--- config.mk ---
export PLATFORM = sky130hd
export DESIGN_NAME = pc_fetch_ctrl
export DESIGN_NICKNAME = d
export VERILOG_FILES = /design/src/rtl/mips_pkg.sv /design/src/rtl/pc_next_sel.sv /design/src/rtl/pc_fetch_ctrl.sv
export SDC_FILE = /design/constraint.sdc
export NUM_CORES = 1
export LEC_CHECK = 0
export CAP_MARGIN = 30
export CORE_ASPECT_RATIO = 0.75
export CORE_MARGIN = 2
export CORE_UTILIZATION = 42
export CTS_CLUSTER_DIAMETER = 50
export CTS_CLUSTER_SIZE = 28
export DETAILED_ROUTE_END_ITERATION = 6
export GPL_TIMING_DRIVEN = 0
export PLACE_DENSITY_LB_ADDON = 0.3
export SETUP_SLACK_MARGIN = 0.4
export SLEW_MARGIN = 20
export SYNTH_ARGS = -nofsm -noshare
export SYNTH_HDL_FRONTEND = slang
export SYNTH_SLANG_ARGS = --single-unit
--- constraint.sdc ---
create_clock -name clk -period 2.1 [get_ports clk]
set_input_delay 0.42 -clock clk [delete_from_list [all_inputs] [get_ports clk]]
set_output_delay 0.42 -clock clk [all_outputs]
set_load 0.01 [all_outputs]
--- src/rtl/mips_pkg.sv ---
// Shared MIPS front-end definitions: IF-stage FSM encoding, instruction size,
// NOP word and a PC alignment helper.
package mips_pkg;

    localparam logic [1:0] ST_IDLE  = 2'd0;
    localparam logic [1:0] ST_FETCH = 2'd1;
    localparam logic [1:0] ST_HOLD  = 2'd2;

    localparam logic [31:0] INSTR_BYTES = 32'd4;
    localparam logic [31:0] NOP_WORD    = 32'h0000_0000;

    function automatic logic [31:0] align_pc(input logic [31:0] addr);
        return {addr[31:2], 2'b00};
    endfunction

endpackage

--- src/rtl/pc_next_sel.sv ---
// Redirect priority mux for the IF stage: exception > EX branch > ID jump.
// The exception leg exists only when PC_EXCEPTION_EN is defined.
module pc_next_sel
    import mips_pkg::*;
#(
    parameter logic [31:0] EXC_VEC = 32'h0000_0080
) (
`ifdef PC_EXCEPTION_EN
    input  logic        exc_req,
`endif
    input  logic        br_taken,
    input  logic [31:0] br_target,
    input  logic        jmp_taken,
    input  logic [31:0] jmp_target,
    output logic        redir,
    output logic [31:0] redir_pc
);

    logic        exc_sel;
    logic [31:0] raw_pc;

`ifdef PC_EXCEPTION_EN
    assign exc_sel = exc_req;
`else
    assign exc_sel = 1'b0;
`endif

    // EX is older than ID, so a branch wins over a jump in the same cycle.
    always_comb begin
        raw_pc = jmp_target;
        if (exc_sel) begin
            raw_pc = EXC_VEC;
        end else if (br_taken) begin
            raw_pc = br_target;
        end
    end

    assign redir    = exc_sel | br_taken | jmp_taken;
    assign redir_pc = align_pc(raw_pc);

endmodule

--- src/rtl/pc_fetch_ctrl.sv ---
// MIPS IF stage: PC sequencing, variable-latency imem req/ack and the IF/ID register.
// Optional exception redirect and EPC capture are enabled by defining PC_EXCEPTION_EN.
module pc_fetch_ctrl
    import mips_pkg::*;
#(
    parameter logic [31:0] RESET_PC = 32'h0000_0000,
    parameter logic [31:0] EXC_VEC  = 32'h0000_0080
) (
    input  logic        clk,
    input  logic        reset,
    input  logic        stall,
    input  logic        br_taken,
    input  logic [31:0] br_target,
    input  logic        jmp_taken,
    input  logic [31:0] jmp_target,
    output logic        imem_req,
    output logic [31:0] imem_addr,
    input  logic        imem_ack,
    input  logic [31:0] imem_rdata,
    output logic [31:0] pc,
    output logic        if_valid,
    output logic [31:0] if_instr,
    output logic [31:0] if_pc,
`ifdef PC_EXCEPTION_EN
    input  logic        exc_req,
    input  logic [31:0] exc_pc,
    output logic [31:0] epc,
`endif
    output logic [1:0]  dbg_state
);

    logic [1:0]  state_q, state_d;
    logic [31:0] pc_q, pc_d;
    logic        pend_q, pend_d;
    logic [31:0] pend_pc_q, pend_pc_d;
    logic        if_valid_q, if_valid_d;
    logic [31:0] if_instr_q, if_instr_d;
    logic [31:0] if_pc_q, if_pc_d;
    logic        redir;
    logic [31:0] redir_pc;
    logic [31:0] seq_pc;

    pc_next_sel #(.EXC_VEC(EXC_VEC)) u_next_sel (
`ifdef PC_EXCEPTION_EN
        .exc_req    (exc_req),
`endif
        .br_taken   (br_taken),
        .br_target  (br_target),
        .jmp_taken  (jmp_taken),
        .jmp_target (jmp_target),
        .redir      (redir),
        .redir_pc   (redir_pc)
    );

    assign seq_pc = align_pc(pc_q + INSTR_BYTES);

    // A word sitting in IF/ID is consumed by ID on any unstalled cycle, so
    // if_valid drops unless a fresh word lands or stall holds the register.
    always_comb begin
        state_d    = state_q;
        pc_d       = pc_q;
        pend_d     = pend_q;
        pend_pc_d  = pend_pc_q;
        if_valid_d = if_valid_q;
        if_instr_d = if_instr_q;
        if_pc_d    = if_pc_q;
        case (state_q)
            ST_IDLE: begin
                state_d = ST_FETCH;
                if (redir) begin
                    pc_d       = redir_pc;
                    if_valid_d = 1'b0;
                end
            end
            ST_FETCH: begin
                if (imem_ack) begin
                    if (redir) begin
                        if_valid_d = 1'b0;
                        pc_d       = redir_pc;
                        pend_d     = 1'b0;
                    end else if (pend_q) begin
                        if_valid_d = 1'b0;
                        pc_d       = pend_pc_q;
                        pend_d     = 1'b0;
                    end else begin
                        if_valid_d = 1'b1;
                        if_instr_d = imem_rdata;
                        if_pc_d    = pc_q;
                        if (stall) begin
                            state_d = ST_HOLD;
                        end else begin
                            pc_d = seq_pc;
                        end
                    end
                end else if (redir) begin
                    // imem_addr must stay put until ack; remember where to go next.
                    pend_d     = 1'b1;
                    pend_pc_d  = redir_pc;
                    if_valid_d = 1'b0;
                end else if (!stall) begin
                    if_valid_d = 1'b0;
                end
            end
            ST_HOLD: begin
                if (redir) begin
                    pc_d       = redir_pc;
                    if_valid_d = 1'b0;
                    state_d    = ST_FETCH;
                end else if (!stall) begin
                    pc_d       = seq_pc;
                    if_valid_d = 1'b0;
                    state_d    = ST_FETCH;
                end
            end
            default: state_d = ST_IDLE;
        endcase
    end

    always_ff @(posedge clk) begin
        if (!reset) begin
            state_q    <= ST_IDLE;
            pc_q       <= RESET_PC;
            pend_q     <= 1'b0;
            pend_pc_q  <= '0;
            if_valid_q <= 1'b0;
            if_instr_q <= NOP_WORD;
            if_pc_q    <= '0;
        end else begin
            state_q    <= state_d;
            pc_q       <= pc_d;
            pend_q     <= pend_d;
            pend_pc_q  <= pend_pc_d;
            if_valid_q <= if_valid_d;
            if_instr_q <= if_instr_d;
            if_pc_q    <= if_pc_d;
        end
    end

`ifdef PC_EXCEPTION_EN
    logic [31:0] epc_q;

    always_ff @(posedge clk) begin
        if (!reset) begin
            epc_q <= '0;
        end else if (exc_req) begin
            epc_q <= exc_pc;
        end
    end

    assign epc = epc_q;
`endif

    assign imem_req  = (state_q == ST_FETCH);
    assign imem_addr = pc_q;
    assign pc        = pc_q;
    assign if_valid  = if_valid_q;
    assign if_instr  = if_instr_q;
    assign if_pc     = if_pc_q;
    assign dbg_state = state_q;

endmodule
==> summary.txt <==
Clocking
  • Sinks on Clock Net: 130
  • Clock Latency Late Sink: 0.44 ns
  • CTS Root Cell: clkbuf_16
  • CTS buffer count: 17
  • CTS tree: yes
  • Worst-path clk slew: 0.06 ns
  • Hold-fix buffers, CTS: 0
  • Depth of the CTS H-tree: 4
  • CTS max path bufs: 2

Timing
  • Least-Margin Pin Slew: 0.920 ns
  • Final setup violation count: 10
  • Max frequency: 423 MHz
  • Pins Over Slew Limit: 0
  • Final setup margin: -0.263 ns
  • Min cycle time layout: 2.36 ns
  • Slew headroom: 0.386
  • Crit share post-route: 1.13
  • RSZ-0062 raised after global routing: true
  • Setup_tns: -0.627 ns
  • Final setup skew: 0.0118 ns
  • Final hold viol count: 0

Routing
  • Residual DRC: 72
  • DRT antenna net count: 0
  • DRT iter0 DRCs: 1804
  • Via density: 6.67
  • DR vias: 10363
  • Final wirelength: 42600 um
  • Pre-antenna DRT Iters: 7
  • Routed wire per std cell: 27.4 um

Yosys
  • Post-synth EDFFs: 0
  • Post-synthesis register bit count: 130
  • Syn avg cell area: 7.75 um2
  • Synth unique cells: 75
  • Seq/Total Area, Yosys: 0.363
  • Cell count after synthesis: 926
  • Net Count, Synth: 1033
  • Post-synth top flop: dfxtp_1
  • Async SR Flop Fraction: 0
  • Post-Syn Area: 0.00718 mm2
  • Synth warn: 0

Pwr
  • Final Power: 10.1 mW
  • Sw Share: 0.363
  • Switch Pwr: 3.68 mW
  • Sequential Power Share: 0.295
  • Proportion of power drawn by the clock network: 0.300
  • Leak pwr: 6.46 nW
  • Comb pwr share: 0.405
  • Pwr per Cell Area: 714 mW/mm2
  • Max VDD drop: 658 uV
  • Internal: 6.45 mW

Run status
  • Outcome: finished, violations left
  • Failing checks: design-rule violations, negative setup slack

Worst setup path
  • Arrival time worst endpoint: 2.68 ns
  • Reg2Reg Depth: 7
  • CP Launch Type: flip-flop
  • Kind of critical path: flip-flop to flip-flop
  • CP Capture Type: flip-flop
  • Required @ worst endpoint: 2.41 ns
  • Worst Path Max Fanout: 4

Layout
  • Share of layout cells above drive strength 1: 0.465
  • Antenna diode count: 0
  • Area Growth Syn to Fin: 97.8%
  • Most common cell after layout, fill and taps aside: dlygate4sd2_1
  • Leading cell types in the layout, fill and taps excluded: dlygate4sd2_1 (125), buf_4 (117), dfxtp_1 (97), clkdlybuf4s50_1 (95), nand2_1 (93)
  • Fin area: 0.0142 mm2
  • Nets@finish: 1434

Hold path
  • Hold WC Path Type: flip-flop to flip-flop
  • Cells on Worst Hold Path: 2

Floorplanning
  • Die Ht: 117 um
  • # rows: 41
  • Initial Util: 0.428
  • Area of the die: 0.0182 mm2
  • # IOs: 234
  • Core area: 0.0168 mm2
  • Die W: 155 um

Global route
  • Vias in the first global route: 8837
  • First-pass GRT wire length: 50900 um
  • Grt ovf: 0
  • Antenna violations before repair: 0
  • Largest net degree at the start of global routing: 17
  • GRT Total Usage: 0.373

Place
  • DP HPWL: 20600 um
  • Dpl cell area: 0.0101 mm2
  • Port bufs: 229
  • GPL Wtd Cong: 0.948

Run
  • Max-Cap Viols: 0
[critical path: stages (launching register included)]
cell	delay, ns
dfxtp_4	0.38
ha_4	0.13
nand3b_1	0.23
or4_4	0.60
buf_4	0.18
o21ai_0	0.42
a22o_1	0.23
a21oi_1	0.07
[path summary, 6_finish.rpt]
check,start,end,slack [ns]
setup / recovery,imem_addr[2],imem_addr[20],-0.26
hold / removal,if_pc[16],if_pc[16],0.45
setup reg to reg,imem_addr[2],imem_addr[20],-0.26
hold reg to reg,if_pc[16],if_pc[16],0.45
[state kept, by name, indices dropped and copies added (netlist names)]
signal	count
if_instr	32
if_pc	32
imem_addr	32
pend_pc_q	30
dbg_state	2
if_valid	1
pend_q	1
[cell type report]
type	instances	area, um2
multi-input cells	678	5600
repair buffers	381	3780
fillers	822	2580
clock inverters	12	131
clock buffers	19	454
well taps	215	269
plain buffers	106	1200
flip-flops and latches	130	2710
inverters	13	57.6
[cells in the mapped netlist (11+ instances only)]
library cell    n  area, um2
o21ai_0        46        230
buf_2          19       95.1
clkbuf_1       49        184
nand4_1        12       75.1
and3_1         12       75.1
nor3_1         19       95.1
buf_4          33        248
a21oi_1       113        566
mux2i_1        30        300
nand3_1        11       55.1
nor2_1         58        218
nand2_1       169        634
dfxtp_1       130       2600
inv_1          12       45.0
a211oi_1       32        240
a31oi_1        12       75.1
[cells by family after synthesis]
family	count (synthesis)	share of synthesized area
buf+inv	119	0.0839
xor+xnor	12	0.0146
simple gates	348	0.240
fa+ha+maj	5	0.00872
flops	130	0.363
compound gates	277	0.240
mux	35	0.0497
[routing by layer]
layer / GRT usage / vias up / share of wire
li1: - / 4120 / -
met1: 0.472 / 4733 / 0.35
met2: 0.556 / 1110 / 0.42
met3: 0.133 / 398 / 0.15
met4: 0.207 / 2 / 0.078
met5: 0 / - / 0.00056
[repair_timing]
action | CTS | global route
gates cloned | 19 | 3
pin swaps | 52 | 148
setup endpoints to repair | 260 | 137
gates resized for setup | 389 | 356
buffers inserted | 107 | 24
[through the flow]
stage | worst slack, ns | utilization | std cells | hold WS, ns
floorplan | 0.139 | - | 926 | 0.464
global placement | -0.962 | 0.605 | 1370 | 0.441
detailed placement | -0.928 | 0.605 | 1370 | 0.445
CTS | 0.0807 | 0.753 | 1527 | 0.451
global route | -0.503 | 0.846 | 1554 | 0.472
finish | -0.263 | 0.846 | 1554 | 0.452
[power by group through the flow]
stage	logic [mW]	registers, mW	clock network (mW)
after detailed placement	2.46	3.01	0
after floorplan	1.34	2.97	0
after CTS	3.23	2.92	2.99
after global routing	4.15	3.00	3.13
after global placement	2.44	3.00	0
final	4.11	2.99	3.04
(Power assumes the default switching activity.)
